<file path="src/rtl/fetch_prefetch_unit.sv">
// fetch_prefetch_unit
// Instruction-fetch front end feeding the IF/ID pipeline register.
// Owns the PC and issues word fetches over a valid/ready request channel.
// In-order responses are buffered in a DEPTH-entry prefetch queue.
// The queue head is presented to IF/ID as {instr, pc, pc+PC_STEP}.
// Redirects flush the queue and drop every response still in flight.
// Optional feature: define FETCH_PERF_EN to add the saturating performance
// counters perf_stall_cnt and perf_flush_cnt.
module fetch_prefetch_unit #(
    parameter int                ADDR_W   = 8,
    parameter int                DATA_W   = 32,
    parameter int                DEPTH    = 4,
    parameter int                PC_STEP  = 4,
    parameter logic [ADDR_W-1:0] RESET_PC = '0
) (
    input  logic              clk,
    input  logic              reset,
    input  logic              redirect_valid,
    input  logic [ADDR_W-1:0] redirect_pc,
    output logic              imem_req_valid,
    input  logic              imem_req_ready,
    output logic [ADDR_W-1:0] imem_req_addr,
    input  logic              imem_rsp_valid,
    input  logic [DATA_W-1:0] imem_rsp_data,
    output logic              ifid_valid,
    input  logic              ifid_ready,
    output logic [DATA_W-1:0] ifid_instr,
    output logic [ADDR_W-1:0] ifid_pc,
    output logic [ADDR_W-1:0] ifid_pc_plus4
`ifdef FETCH_PERF_EN
    ,
    output logic [31:0]       perf_stall_cnt,
    output logic [31:0]       perf_flush_cnt
`endif
);

    localparam int                PTR_W   = $clog2(DEPTH);
    localparam int                CNT_W   = PTR_W + 1;
    localparam logic [ADDR_W-1:0] STEP    = ADDR_W'(PC_STEP);
    localparam logic [CNT_W:0]    DEPTH_W = (CNT_W + 1)'(DEPTH);
    localparam logic [CNT_W-1:0]  FULL    = CNT_W'(DEPTH);

    // Fetch PC and outstanding-request bookkeeping
    logic [ADDR_W-1:0] pc;
    logic [CNT_W-1:0]  inflight;   // requests accepted, response not yet seen
    logic [CNT_W-1:0]  discard;    // of those, how many belong to a flushed path

    // Prefetch queue: instruction word plus its fetch address
    logic [DATA_W-1:0] q_instr [DEPTH];
    logic [ADDR_W-1:0] q_pc    [DEPTH];
    logic [PTR_W-1:0]  q_wr_ptr;
    logic [PTR_W-1:0]  q_rd_ptr;
    logic [CNT_W-1:0]  count;

    // Request-order address FIFO: holds addresses of live outstanding requests
    logic [ADDR_W-1:0] a_mem [DEPTH];
    logic [PTR_W-1:0]  a_wr_ptr;
    logic [PTR_W-1:0]  a_rd_ptr;

    logic credit_ok;
    logic req_fire;
    logic rsp_fire;
    logic push;
    logic pop;
    logic has_head;

    // Credit covers both queued entries and responses still on their way,
    // so a full queue can never receive a response.
    assign credit_ok      = ({1'b0, inflight} + {1'b0, count}) < DEPTH_W;
    assign imem_req_valid = reset && !redirect_valid && credit_ok;
    assign imem_req_addr  = pc;
    assign req_fire       = imem_req_valid && imem_req_ready;

    // A response with nothing outstanding is stray and is ignored entirely.
    assign rsp_fire = imem_rsp_valid && (inflight != '0);
    // Responses of a flushed path, or arriving during a redirect, are dropped.
    assign push     = rsp_fire && !redirect_valid && (discard == '0);

    assign has_head      = (count != '0);
    assign ifid_valid    = has_head && !redirect_valid;
    assign pop           = ifid_valid && ifid_ready;
    assign ifid_instr    = has_head ? q_instr[q_rd_ptr] : '0;
    assign ifid_pc       = has_head ? q_pc[q_rd_ptr] : '0;
    assign ifid_pc_plus4 = has_head ? q_pc[q_rd_ptr] + STEP : '0;

    // PC register: redirect wins, otherwise advance on each accepted request
    // NOTE: state registers use non-blocking assignments so every flop samples
    // values from before the edge, independent of block ordering.
    always_ff @(posedge clk or negedge reset) begin
        if (!reset) begin
            pc <= RESET_PC;
        end else if (redirect_valid) begin
            pc <= redirect_pc;
        end else if (req_fire) begin
            pc <= pc + STEP;
        end
    end

    // Outstanding-request count and number of stale responses to drop
    always_ff @(posedge clk or negedge reset) begin
        if (!reset) begin
            inflight <= '0;
            discard  <= '0;
        end else begin
            case ({req_fire, rsp_fire})
                2'b10:   inflight <= inflight + 1'b1;
                2'b01:   inflight <= inflight - 1'b1;
                default: inflight <= inflight;
            endcase
            if (redirect_valid) begin
                // Everything still in flight after this cycle is stale.
                discard <= inflight - CNT_W'(rsp_fire);
            end else if (rsp_fire && (discard != '0)) begin
                discard <= discard - 1'b1;
            end
        end
    end

    // Address FIFO pointers: write on request, read when a response is kept
    always_ff @(posedge clk or negedge reset) begin
        if (!reset) begin
            a_wr_ptr <= '0;
            a_rd_ptr <= '0;
        end else if (redirect_valid) begin
            a_wr_ptr <= '0;
            a_rd_ptr <= '0;
        end else begin
            if (req_fire) begin
                a_wr_ptr <= a_wr_ptr + 1'b1;
            end
            if (push) begin
                a_rd_ptr <= a_rd_ptr + 1'b1;
            end
        end
    end

    // Address FIFO storage: remember the address of each accepted request
    // NOTE: storage arrays are not reset; the pointers and counters already
    // mark which slots hold valid data, so clearing the contents adds nothing.
    always_ff @(posedge clk) begin
        if (req_fire) begin
            a_mem[a_wr_ptr] <= pc;
        end
    end

    // Prefetch queue pointers and occupancy
    always_ff @(posedge clk or negedge reset) begin
        if (!reset) begin
            q_wr_ptr <= '0;
            q_rd_ptr <= '0;
            count    <= '0;
        end else if (redirect_valid) begin
            q_wr_ptr <= '0;
            q_rd_ptr <= '0;
            count    <= '0;
        end else begin
            if (push) begin
                q_wr_ptr <= q_wr_ptr + 1'b1;
            end
            if (pop) begin
                q_rd_ptr <= q_rd_ptr + 1'b1;
            end
            case ({push, pop})
                2'b10:   count <= count + 1'b1;
                2'b01:   count <= count - 1'b1;
                default: count <= count;
            endcase
        end
    end

    // Prefetch queue storage: pair each kept word with its request address
    always_ff @(posedge clk) begin
        if (push) begin
            q_instr[q_wr_ptr] <= imem_rsp_data;
            q_pc[q_wr_ptr]    <= a_mem[a_rd_ptr];
        end
    end

`ifdef FETCH_PERF_EN
    // Saturating counters for hazard-stall cycles and redirect cycles
    always_ff @(posedge clk or negedge reset) begin
        if (!reset) begin
            perf_stall_cnt <= '0;
            perf_flush_cnt <= '0;
        end else begin
            if (ifid_valid && !ifid_ready && (perf_stall_cnt != '1)) begin
                perf_stall_cnt <= perf_stall_cnt + 1'b1;
            end
            if (redirect_valid && (perf_flush_cnt != '1)) begin
                perf_flush_cnt <= perf_flush_cnt + 1'b1;
            end
        end
    end
`endif

    // Protocol checks: stray responses and queue overflow must never happen
    assert property (@(posedge clk) disable iff (!reset)
        imem_rsp_valid |-> (inflight != '0));
    assert property (@(posedge clk) disable iff (!reset)
        push |-> (count != FULL));

endmodule

</file>
<file path="config.mk">
export PLATFORM = sky130hd
export DESIGN_NAME = fetch_prefetch_unit
export DESIGN_NICKNAME = d
export VERILOG_FILES = /design/src/rtl/fetch_prefetch_unit.sv
export SDC_FILE = /design/constraint.sdc
export NUM_CORES = 1
export LEC_CHECK = 0
export CAP_MARGIN = 15
export CORE_ASPECT_RATIO = 0.75
export CORE_MARGIN = 3
export CORE_UTILIZATION = 26
export CTS_CLUSTER_SIZE = 30
export DETAILED_ROUTE_END_ITERATION = 6
export PLACE_DENSITY_LB_ADDON = 0.25
export SLEW_MARGIN = 5
export SYNTH_ARGS = -nofsm -noshare
export SYNTH_HDL_FRONTEND = slang
export SYNTH_SLANG_ARGS = --single-unit
</file>
<file path="constraint.sdc">
create_clock -name clk -period 2.4 [get_ports clk]
set_input_delay 0.48 -clock clk [delete_from_list [all_inputs] [get_ports clk]]
set_output_delay 0.48 -clock clk [all_outputs]
set_load 0.02 [all_outputs]
</file>
# Word level (Yosys, flattened, before mapping)

Memories as Yosys holds them, arrays and structs flattened.
Cells that the tools add are included.

Add/subtract/negate cells: 13
Multiply operators: 0
Div/mod/pow operators: 0
$lt $le $gt $ge: 1
Equality and inequality tests: 4
Shift-type cells: 0
Multiplexer cells: 22
Bitwise logic cells: 0
Reductions and logical operators: 20

Operators by type and width:

| kind                                                                  | count |
|---|---|
| 32-bit 2-to-1 mux                                                     | 1 |
| 8-bit 2-to-1 mux                                                      | 4 |
| 8-bit by 3-bit adder with 8-bit output (second input constant)        | 2 |
| 2-bit 2-to-1 mux                                                      | 8 |
| 3-bit case mux with 2 select lines                                    | 2 |
| 3-bit nonzero test                                                    | 4 |
| 2-bit nonzero test                                                    | 5 |
| 1-bit logical AND                                                     | 9 |
| 3-bit 2-to-1 mux                                                      | 3 |
| 3-bit by 1-bit subtractor with 3-bit output (second input constant)   | 3 |
| 2-bit by 1-bit adder with 2-bit output (second input constant)        | 4 |
| 3-bit by 1-bit adder with 3-bit output (second input constant)        | 2 |
| 3-bit by 3-bit adder with 4-bit output                                | 1 |
| 2-bit by 1-bit == test with 1-bit output (second input constant)      | 2 |
| 2-bit == test (second input constant)                                 | 2 |
| 4-bit by 3-bit < comparator with 1-bit output (second input constant) | 1 |
| 1-bit 2-to-1 mux                                                      | 4 |
| 3-bit zero test                                                       | 1 |
| 3-bit by 1-bit subtractor with 3-bit output                           | 1 |
| 1-bit zero test                                                       | 1 |

Bits in registers: 25
Bits in latches: 0
Memory bits (writable): 192
Memory bits (read-only): 0
Output and inout port bits: 58
Memories: 3

Memories:

| name    | depth | width | rd ports | clocked after memory_dff | write ports | line | text |
|---|---|---|---|---|---|---|---|
| q_instr | 4     | 32    | 1        | 0                        | 1           | 49   | `logic [DATA_W-1:0] q_instr [DEPTH];` |
| a_mem   | 4     | 8     | 1        | 0                        | 1           | 56   | `logic [ADDR_W-1:0] a_mem [DEPTH];` |
| q_pc    | 4     | 8     | 1        | 0                        | 1           | 50   | `logic [ADDR_W-1:0] q_pc [DEPTH];` |

# Logic depth before layout (Yosys ltp)

Depth in word-level cells: 7
Gate-level depth with buffers: 10
Depth with buffers taken out: 9

# Least setup slack after synthesis

Ideal clock, no wire load.

Path type: register to register
Start point: reg discard[0]
End point: mem q_instr[1][0], enable pin
Data arrival time: 2282 ps
Required time: 1999 ps
Slack: -284 ps
Cell stages (with the launch flop): 7
Cells stage by stage: dfrtp_1 > inv_1 > ha_1 > nor2b_1 > and2_4 > buf_2 > and3_1

Cells in the longest elaborated chain, start to end: 4

Ends and longest elaborated chain:

| element                                | line | text |
|---|---|---|
| start: declaration                     | 46   | `logic [CNT_W-1:0] discard;` |
| start signal: assignment               | 112  | `discard <= inflight - CNT_W'(rsp_fire);` |
| start signal: assignment               | 114  | `discard <= discard - 1'b1;` |
| 3-bit zero test                        | 77   | `assign push = rsp_fire && !redirect_valid && (discard == '0);` |
| 1-bit logical AND                      | 77   |  |
| 1-bit 2-to-1 mux                       | 173  | `if (push) begin` |
| 1-bit 2-to-1 mux (implied by the code) | 174  | `q_instr[q_wr_ptr] <= imem_rsp_data;` |
| end: declaration                       | 49   |  |

Every way passes these cells.

# Worst setup path after layout

Start point: reg q_rd_ptr[0]
End point: out ifid_pc_plus4[7]

Cells in the longest elaborated chain, start to end: 3

Ends and longest elaborated chain:

| element                                | line | text |
|---|---|---|
| start: declaration                     | 52   | `logic [PTR_W-1:0] q_rd_ptr;` |
| start signal: assignment               | 161  | `q_rd_ptr <= q_rd_ptr + 1'b1;` |
| memory read 4 x 8 bit                  | n/a  |  |
| 8-bit by 3-bit adder with 8-bit output | 84   | `assign ifid_pc_plus4 = has_head ? q_pc[q_rd_ptr] + STEP : '0;` |
| 8-bit 2-to-1 mux                       | 84   |  |
| end: declaration                       | 29   | `output logic [ADDR_W-1:0] ifid_pc_plus4` |

Every way passes these cells.

==> run metrics <==
status=finished with violations; failing checks=setup timing; via count=4803; Hold WS=384 ps; post-DP HPWL=13000 um; largest family of logic cells by synthesized area=multiplexers; crit path max-delay cell type=or4_4; Compound-Gate Fraction of Synth Area=2.04%; Syn. warnings=0; core area=0.0337 mm2; pwr dens=945 mW/mm2; reg-to-reg startpoint=count[2]; die width=220 um; Crit. Startpoint=q_rd_ptr[0]; Initial DRC Count=259; Residual DRC=0; gpl congestion=0.675; largest net degree at the start of global routing=27; critical path type=flip-flop to primary output; TritonRoute pass-1 iters=5; antenna cells=0; Die Y=166 um; post-synthesis instance total=467; Vias/cell=4.28; Final Hold Viols=0; clk_lat worst skew=520 ps; RSZ-0062 raised after global routing=true; syn_nets=532; GRT Residual Overflow=0; Max Clk Rate=0.345 GHz; sequential area share after synthesis=71.8%; Worst setup endpoint=ifid_pc_plus4[7]; min Tclk post-route=2900 ps; clock skew=19.0 ps; first-pass GRT wire length=30500 um; Avg WL per Cell=18.3 um; Synth area leader=edfxtp_1; EDFF count, synth=192; final setup vio count=47; Clock Sinks=217; Post-Synth XOR/XNOR Area=1.67%; vias in the first global route=5229; H-tree depth=1; critical path peak fanout=4; simple logic cell fraction of the synthesized area=6.60%; worst min path class=input port to asynchronous set/reset pin; Sequential Area=0.00640 mm2; startpoint types=flip-flop; root buffer cell=clkbuf_16; Worst setup EP type=primary output; commonest non-fill, non-tap cell in the layout=edfxtp_1; relative slew slack=59.6%; top_reg_cell synth=edfxtp_1; fin area=0.0121 mm2; CP dominant cell by count=buf_6; Core Rows=58; CTS max path bufs=3; CP top delay family=simple AND/OR/NAND/NOR gates; synth unique cells=47; # hold bufs at CTS=0; Port-buffer cells=103; Area growth syn-to-layout=36.1%; dominant cells by area after synthesis=edfxtp_1 65%, mux4_2 12%, dfrtp_1 7.0%, nor2b_1 3.1%, ha_1 2.4%; WP data required=1920 ps; drt total wl=20500 um; most frequent cells in the layout=192 x edfxtp_1, 57 x buf_4, 53 x clkdlybuf4s50_1; Max Cap Viol=0; Placement Setup Slack=-281 ps; syn avg cell area=19.1 um2; Async SR Flop Fraction=11.5%; Tcrit/Tclk final=121%; die footprint=0.0365 mm2; TritonCTS Buffers=23; Placed Instance Area=0.0108 mm2; maximum VDD drop=394 uV; leakage=4.21 nW; final setup TNS=-10990 ps; Worst R2R End=inflight[2]; critical path arrival=2420 ps; worst r2r path cells=10; I/O pin cnt=104; CP max stage delay=550 ps; DRT antenna net count=0; initial core utilization=26.4%; layout cell share with drive strength beyond 1=40.5%; mapped cell area=0.00890 mm2; Max Slew Vio Count=0; filler instances=3197; WP depth=6; Worst-path clk slew=60 ps; final setup slack of the worst path=-502 ps; CTS tree=yes; fin util=36.0%; Adder-Cell Fraction of Synth Area=2.84%; GRT Overall Usage=10.8%; reg2reg setup slack=30 ps; crit-path cells=buf_6, buf_6, mux4_2, or4_4, nand2_4, buf_6; crit path buf inv count=3; initial antenna violation count=0; FF+latch count, synth=217; post-synthesis mux area share=12.9%; Nets=720; Slew @ Worst Pin=605 ps; share of the synthesized area in the top cell type=64.8%; Multi-input gate area=0.00257 mm2
-- through the flow --
step	cells	power, mW
finish	1121	11.4
global route	1121	12.0
detailed placement	1042	7.45
global placement	1042	7.40
floorplan	467	6.20
CTS	1098	10.9
-- Yosys cell counts (2+ instances only) --
master,instances
a221o_1,4
o21ai_0,2
buf_2,7
a21oi_1,4
buf_1,2
nor2b_1,44
a21o_2,2
xnor2_1,11
clkbuf_1,7
xor2_1,6
fa_1,2
and3_1,4
nor2_1,18
or2_2,2
edfxtp_1,192
nor3_1,5
dfrtp_1,25
mux4_2,49
or4_1,2
ha_1,17
mux2_2,3
inv_1,12
nand3_1,7
buf_4,4
and2_2,4
nand2_1,10
buf_6,2
-- area by class of cell --
class	count	share of cell area, %
inverter	14	0.475
sequential	217	52.8
clock buffer	25	4.81
tap	450	4.65
timing repair buffer	186	15.1
clock inverter	16	1.02
multi-input combinational	213	21.2
-- worst min path at each step --
stage                     start           to  slack (ps)
floorplan                 reset  a_rd_ptr[0]         180
global placement    a_wr_ptr[0]  a_wr_ptr[0]         550
detailed placement  a_wr_ptr[0]  a_wr_ptr[0]         570
CTS                       reset  q_rd_ptr[1]         370
global route              reset  inflight[1]         410
finish                    reset  inflight[2]         380
-- layer usage --
| layer | track usage [%] | vias up | routed length, um |
|---|---|---|---|
| li1 | - | 2206 | - |
| met1 | 15.5 | 2463 | 9790 |
| met2 | 16.9 | 109 | 9240 |
| met3 | 2.45 | 25 | 1040 |
| met4 | 2.24 | 0 | 401 |
| met5 | 0 | - | 0 |
-- power by group --
group | internal, mW | switching [mW]
combinational | 1.93 | 1.69
sequential | 4.32 | 0.186
clock | 1.88 | 1.44
total | 8.13 | 3.32
-- registers in the layout, indices dropped and copies added, names as in the netlist --
name	count
inflight	3
discard	3
q_rd_ptr	2
count	3
q_instr	128
imem_req_addr	8
q_wr_ptr	2
a_rd_ptr	2
a_mem	32
q_pc	32
a_wr_ptr	2
-- kinds of logic after synthesis --
family	after synthesis
compound gates	22
xor+xnor	17
fa+ha+maj	19
buf+inv	37
flops	217
mux	53
simple gates	102
-- what timing repair did --
action / in CTS / in global routing
resized for setup: 182 / 128
pin swaps: 6 / 6
endpoints found under the setup margin: 51 / 53
gates cloned: 2 / 2
buffers inserted: 13 / 24
No activity file was read; power rests on OpenSTA's default activity.
==> variant 1, RTL diff (same settings) <==
The parameter `DATA_W` goes from 32 to 24.
--- a/src/rtl/fetch_prefetch_unit.sv
+++ b/src/rtl/fetch_prefetch_unit.sv
@@ -8,7 +8,7 @@
 // counters perf_stall_cnt and perf_flush_cnt.
 module fetch_prefetch_unit #(
     parameter int                ADDR_W   = 8,
-    parameter int                DATA_W   = 32,
+    parameter int                DATA_W   = 24,
     parameter int                DEPTH    = 4,
     parameter int                PC_STEP  = 4,
     parameter logic [ADDR_W-1:0] RESET_PC = '0
Interface: changed (resized ifid_instr and imem_rsp_data); port bits go from 104 to 88. No check against the original RTL was run, so the function may have changed too.
==> variant 1 against the original RTL <==
- the run still ends with setup timing left
- area after synthesis fell by 14%
- setup slack improved by 230 ps
- critical path type unchanged
- design area fell by 16%
- total power fell by 18%
- sequential cell count fell by 32
- fmax rose by 8.6%
- non-clock buffer count fell by 41
- register-to-register slack improved by 50 ps
- routed wire length fell by 18%
==> variant 1: results (changes against the original RTL) <==
[pwr]
seqPwrFrac_pct=41.4  ; +2.0 points
comb-power_uw=2840  ; -22%
powerSeq_uw=3870  ; -14%

[placed_design]
dp_slack_ps=-287  ; -6.42 ps
place_inst=910  ; -13%
dpl.hpwl_um=10700  ; -18%

[yosys]
yosysUniqueCellTypes=46  ; -2.1%
synth-xor-area-share_pct=1.94  ; +0.27 points
synth_adder_area_share_pct=3.29  ; +0.45 points
synth_edf_count=160  ; -17%
synthTopCellsByArea=edfxtp_1 63%, mux4_2 12%, dfrtp_1 8.1%
ys_seq_area_share_pct=70.7  ; -1.1 points
syn_inst=415  ; -11%
syn_nets=472  ; -11%
synth.area.mux_share_pct=12.6  ; -0.25 points

[global_routing]
grt_pass1_wl_um=26200  ; -14%
grt_pass1_vias=4479  ; -14%
grtUsageMet2_pct=18.2  ; +1.3 points
grt_usage_pct=11.0  ; +0.22 points

[sta]
worst_slew_pin_slew_ps=605  ; -0.713 ps
setup_viol=39  ; -17%
setup_ws_ps=-273  ; +229 ps
fin_setup_tns_ps=-6480  ; +4510 ps
skew_ps=24.9  ; +5.92 ps

[cts]
insertion_delay_ps=430  ; -90 ps
cts_resized=209  ; +15%
cts_htree_levels=4  ; +3

[routing]
drt_iter0_drc=185  ; -29%
postRouteWirelength_um=16700  ; -18%
met3_length_um=488  ; -53%
drt-pass1-iter-count=6  ; +1
route.met2.wl_um=8420  ; -8.9%

[setup_path]
cpPeakStageDelay_ps=510  ; -40 ps

[outcome]
status=complete, but fails checks
violations=setup timing

[finish]
largest_registers=q_instr: 96 flops, a_mem: 32 flops, q_pc: 32 flops
final-instance-count-excl-fill=957  ; -15%
num-nets-final=616  ; -14%
layout-drive-gt1-share_pct=38.3  ; -2.2 points

[variant 1: worst paths after layout]
kind | startpoint | end | slack (ps) | cells after the start
setup / recovery | q_rd_ptr[0]$_DFFE_PN0P_ | ifid_pc_plus4[7] | -270 | 6
hold / removal | reset | imem_req_addr[0]$_DFFE_PN0P_ | 480 | 2
setup reg to reg | discard[0]$_DFFE_PN0P_ | count[2]$_DFFE_PN0P_ | 80 | 9
hold reg to reg | a_wr_ptr[0]$_DFFE_PN0P_ | a_wr_ptr[0]$_DFFE_PN0P_ | 560 | 1
max in group asynchronous | reset | q_rd_ptr[1]$_DFFE_PN0P_ | 1610 | 2
min in group clk | a_wr_ptr[0]$_DFFE_PN0P_ | a_wr_ptr[0]$_DFFE_PN0P_ | 560 | 1
[variant 1: area by class of cell]
class / count / area, µm²
clock inverter: 15 / 133
sequential: 185 / 5430
multi-input combinational: 196 / 2250
inverter: 14 / 52.6
tap: 385 / 482
clock buffer: 17 / 425
fill: 2682 / 18300
timing repair buffer: 145 / 1460
==> variant 2, RTL diff (same settings) <==
Made on the original files. The option `FETCH_PERF_EN` is turned on by a define.
--- a/src/rtl/fetch_prefetch_unit.sv
+++ b/src/rtl/fetch_prefetch_unit.sv
@@ -6,6 +6,8 @@
 // Redirects flush the queue and drop every response still in flight.
 // Optional feature: define FETCH_PERF_EN to add the saturating performance
 // counters perf_stall_cnt and perf_flush_cnt.
+`define FETCH_PERF_EN
+
 module fetch_prefetch_unit #(
     parameter int                ADDR_W   = 8,
     parameter int                DATA_W   = 32,
Behaviour (old outputs only; new: perf_flush_cnt and perf_stall_cnt): unchanged (equiv_simple and equiv_induct, registers matched by name and starting in step).
==> variant 2 against the original RTL <==
- area after synthesis up 34%
- the flow still finishes with violations (setup timing)
- design area increased by 37%
- synthesized cell count increased by 65%
- routed wire length rose by 43%
- clock power is 52% higher
- setup slack improved by 170 ps
- total power increased by 38%
- largest cell class unchanged
- first-iteration DRC count up 51%
- sequential cell count is 64 higher
==> variant 2: results (changes against the original RTL) <==
[cts]
cts_made_buffers=31  ; +35%
insertion_delay_ps=570  ; +50 ps

[placed_design]
dpl.hpwl_um=19300  ; +48%
gp_congestion=0.738  ; +9.4%
place_inst=1560  ; +50%
io_buffers=167  ; +62%
place_area_um2=15000  ; +38%

[sta]
fin_setup_tns_ps=-11400  ; -406 ps
setup_ws_ps=-331  ; +171 ps
relSlewSlack_pct=52.0  ; -7.7 points
skew_ps=17.0  ; -2.06 ps
setup_viol=48  ; +2.1%

[setup_path]
cp_max_fo=8  ; +4
cpPeakStageDelay_ps=530  ; -20 ps
endpoint=ifid_instr[2]
worst-r2r-setup-slack_ps=20
cp.arrival_ps=2250  ; -170 ps

[global_routing]
grt_usage_pct=12.0  ; +1.2 points
grt_pass1_vias=7704  ; +47%
grt_max_degree=51  ; +89%
antenna_found_initial=2  ; +2
grt_pass1_wl_um=45500  ; +49%

[outcome]
status=complete, but fails checks
violations=setup timing

[yosys]
synth.area.mux_share_pct=9.88  ; -3.0 points
synth_edf_count=192  ; unchanged
ys_top_cells_by_count=192 x edfxtp_1, 89 x dfrtp_1, 53 x and2_1
syn_inst=769  ; +65%
yosysUniqueCellTypes=50  ; +6.4%
synthArstFlopShare_pct=31.7  ; +20 points
synth_adder_area_share_pct=2.32  ; -0.52 points
synth_compound_area_share_pct=2.26  ; +0.22 points
syn_nets=836  ; +57%
ys_seq_area_share_pct=66.8  ; -5.0 points
synthTopCellsByArea=edfxtp_1 48%, dfrtp_1 19%, mux4_2 9.0%
synth-xor-area-share_pct=5.12  ; +3.5 points

[pwr]
swShare_pct=28.6  ; -0.39 points
peakVddDrop_uv=662  ; +68%
power.leakage_uw=0.00612  ; +45%

[routing]
via_per_inst=4.47  ; +4.3%
postRouteWirelength_um=29300  ; +43%
drt_iter0_drc=392  ; +51%

[finish]
num-nets-final=1094  ; +52%
max_flop_register=q_instr
fillCellCount=4267  ; +33%
largest_register_ff_count=128  ; unchanged
layout-drive-gt1-share_pct=29.9  ; -11 points
final-instance-count-excl-fill=1636  ; +46%

[variant 2: per-layer routing]
| metal | global-route usage (%) | vias up | wire (µm) |
|---|---|---|---|
| met1 | 17.0 | 3704 | 13900 |
| met4 | 2.23 | 4 | 477 |
| met5 | 0 | - | 25 |
| met3 | 2.68 | 44 | 1460 |
| li1 | - | 3418 | - |
| met2 | 19.1 | 140 | 13400 |
[variant 2: power groups by stage]
stage	Combinational (µW)	Clock, µW	Sequential [µW]
after floorplan	2020	0	5930
after global placement	3940	0	5900
after detailed placement	3960	0	5910
after CTS	4470	5250	5830
after global routing	5310	5440	5860
final	4920	5040	5810
[variant 2: final cells by class]
type / count / area, µm² / share of cell area, %
sequential: 281 / 8000 / 48.4
multi-input combinational: 440 / 3970 / 24.0
timing repair buffer: 257 / 2690 / 16.3
clock buffer: 32 / 779 / 4.71
tap: 586 / 733 / 4.43
clock inverter: 24 / 304 / 1.84
inverter: 16 / 60.1 / 0.363
[variant 2: worst min path at each step]
stage,endpoint,startpoint,slack [ps]
finish,perf_flush_cnt[12]$_DFFE_PN0P_,reset,100
global route,perf_flush_cnt[12]$_DFFE_PN0P_,reset,150
CTS,perf_flush_cnt[16]$_DFFE_PN0P_,reset,110
detailed placement,perf_flush_cnt[22]$_DFFE_PN0P_,perf_flush_cnt[22]$_DFFE_PN0P_,480
global placement,perf_flush_cnt[26]$_DFFE_PN0P_,perf_flush_cnt[26]$_DFFE_PN0P_,480
floorplan,a_rd_ptr[0]$_DFFE_PN0P_,reset,180
[variant 2: repair_timing]
| item | 4_1_cts | 5_1_grt |
|---|---|---|
| pin swaps | 18 | 23 |
| cloned | 4 | 1 |
| setup endpoints to repair | 51 | 52 |
| resized for setup | 290 | 69 |
| buffers inserted | 8 | 11 |
[variant 2: worst max-delay path: cells and delay by family (launching register included)]
kind / cells / cell delay, ps
buffers and inverters: 4 / 580
flip-flops: 1 / 530
AND/OR/NAND/NOR: 1 / 170
multiplexers: 1 / 410
[variant 2: metrics by stage]
step,hold WS [ps],setup WS [ps]
floorplan,184,33.4
global placement,480,-201
detailed placement,476,-198
CTS,113,-384
global route,150,-456
finish,104,-331
[variant 2: cell families after synthesis]
group           Yosys count
xor+xnor                 70
simple gates            255
flops                   281
buf+inv                  48
compound gates           37
mux                      57
fa+ha+maj                21
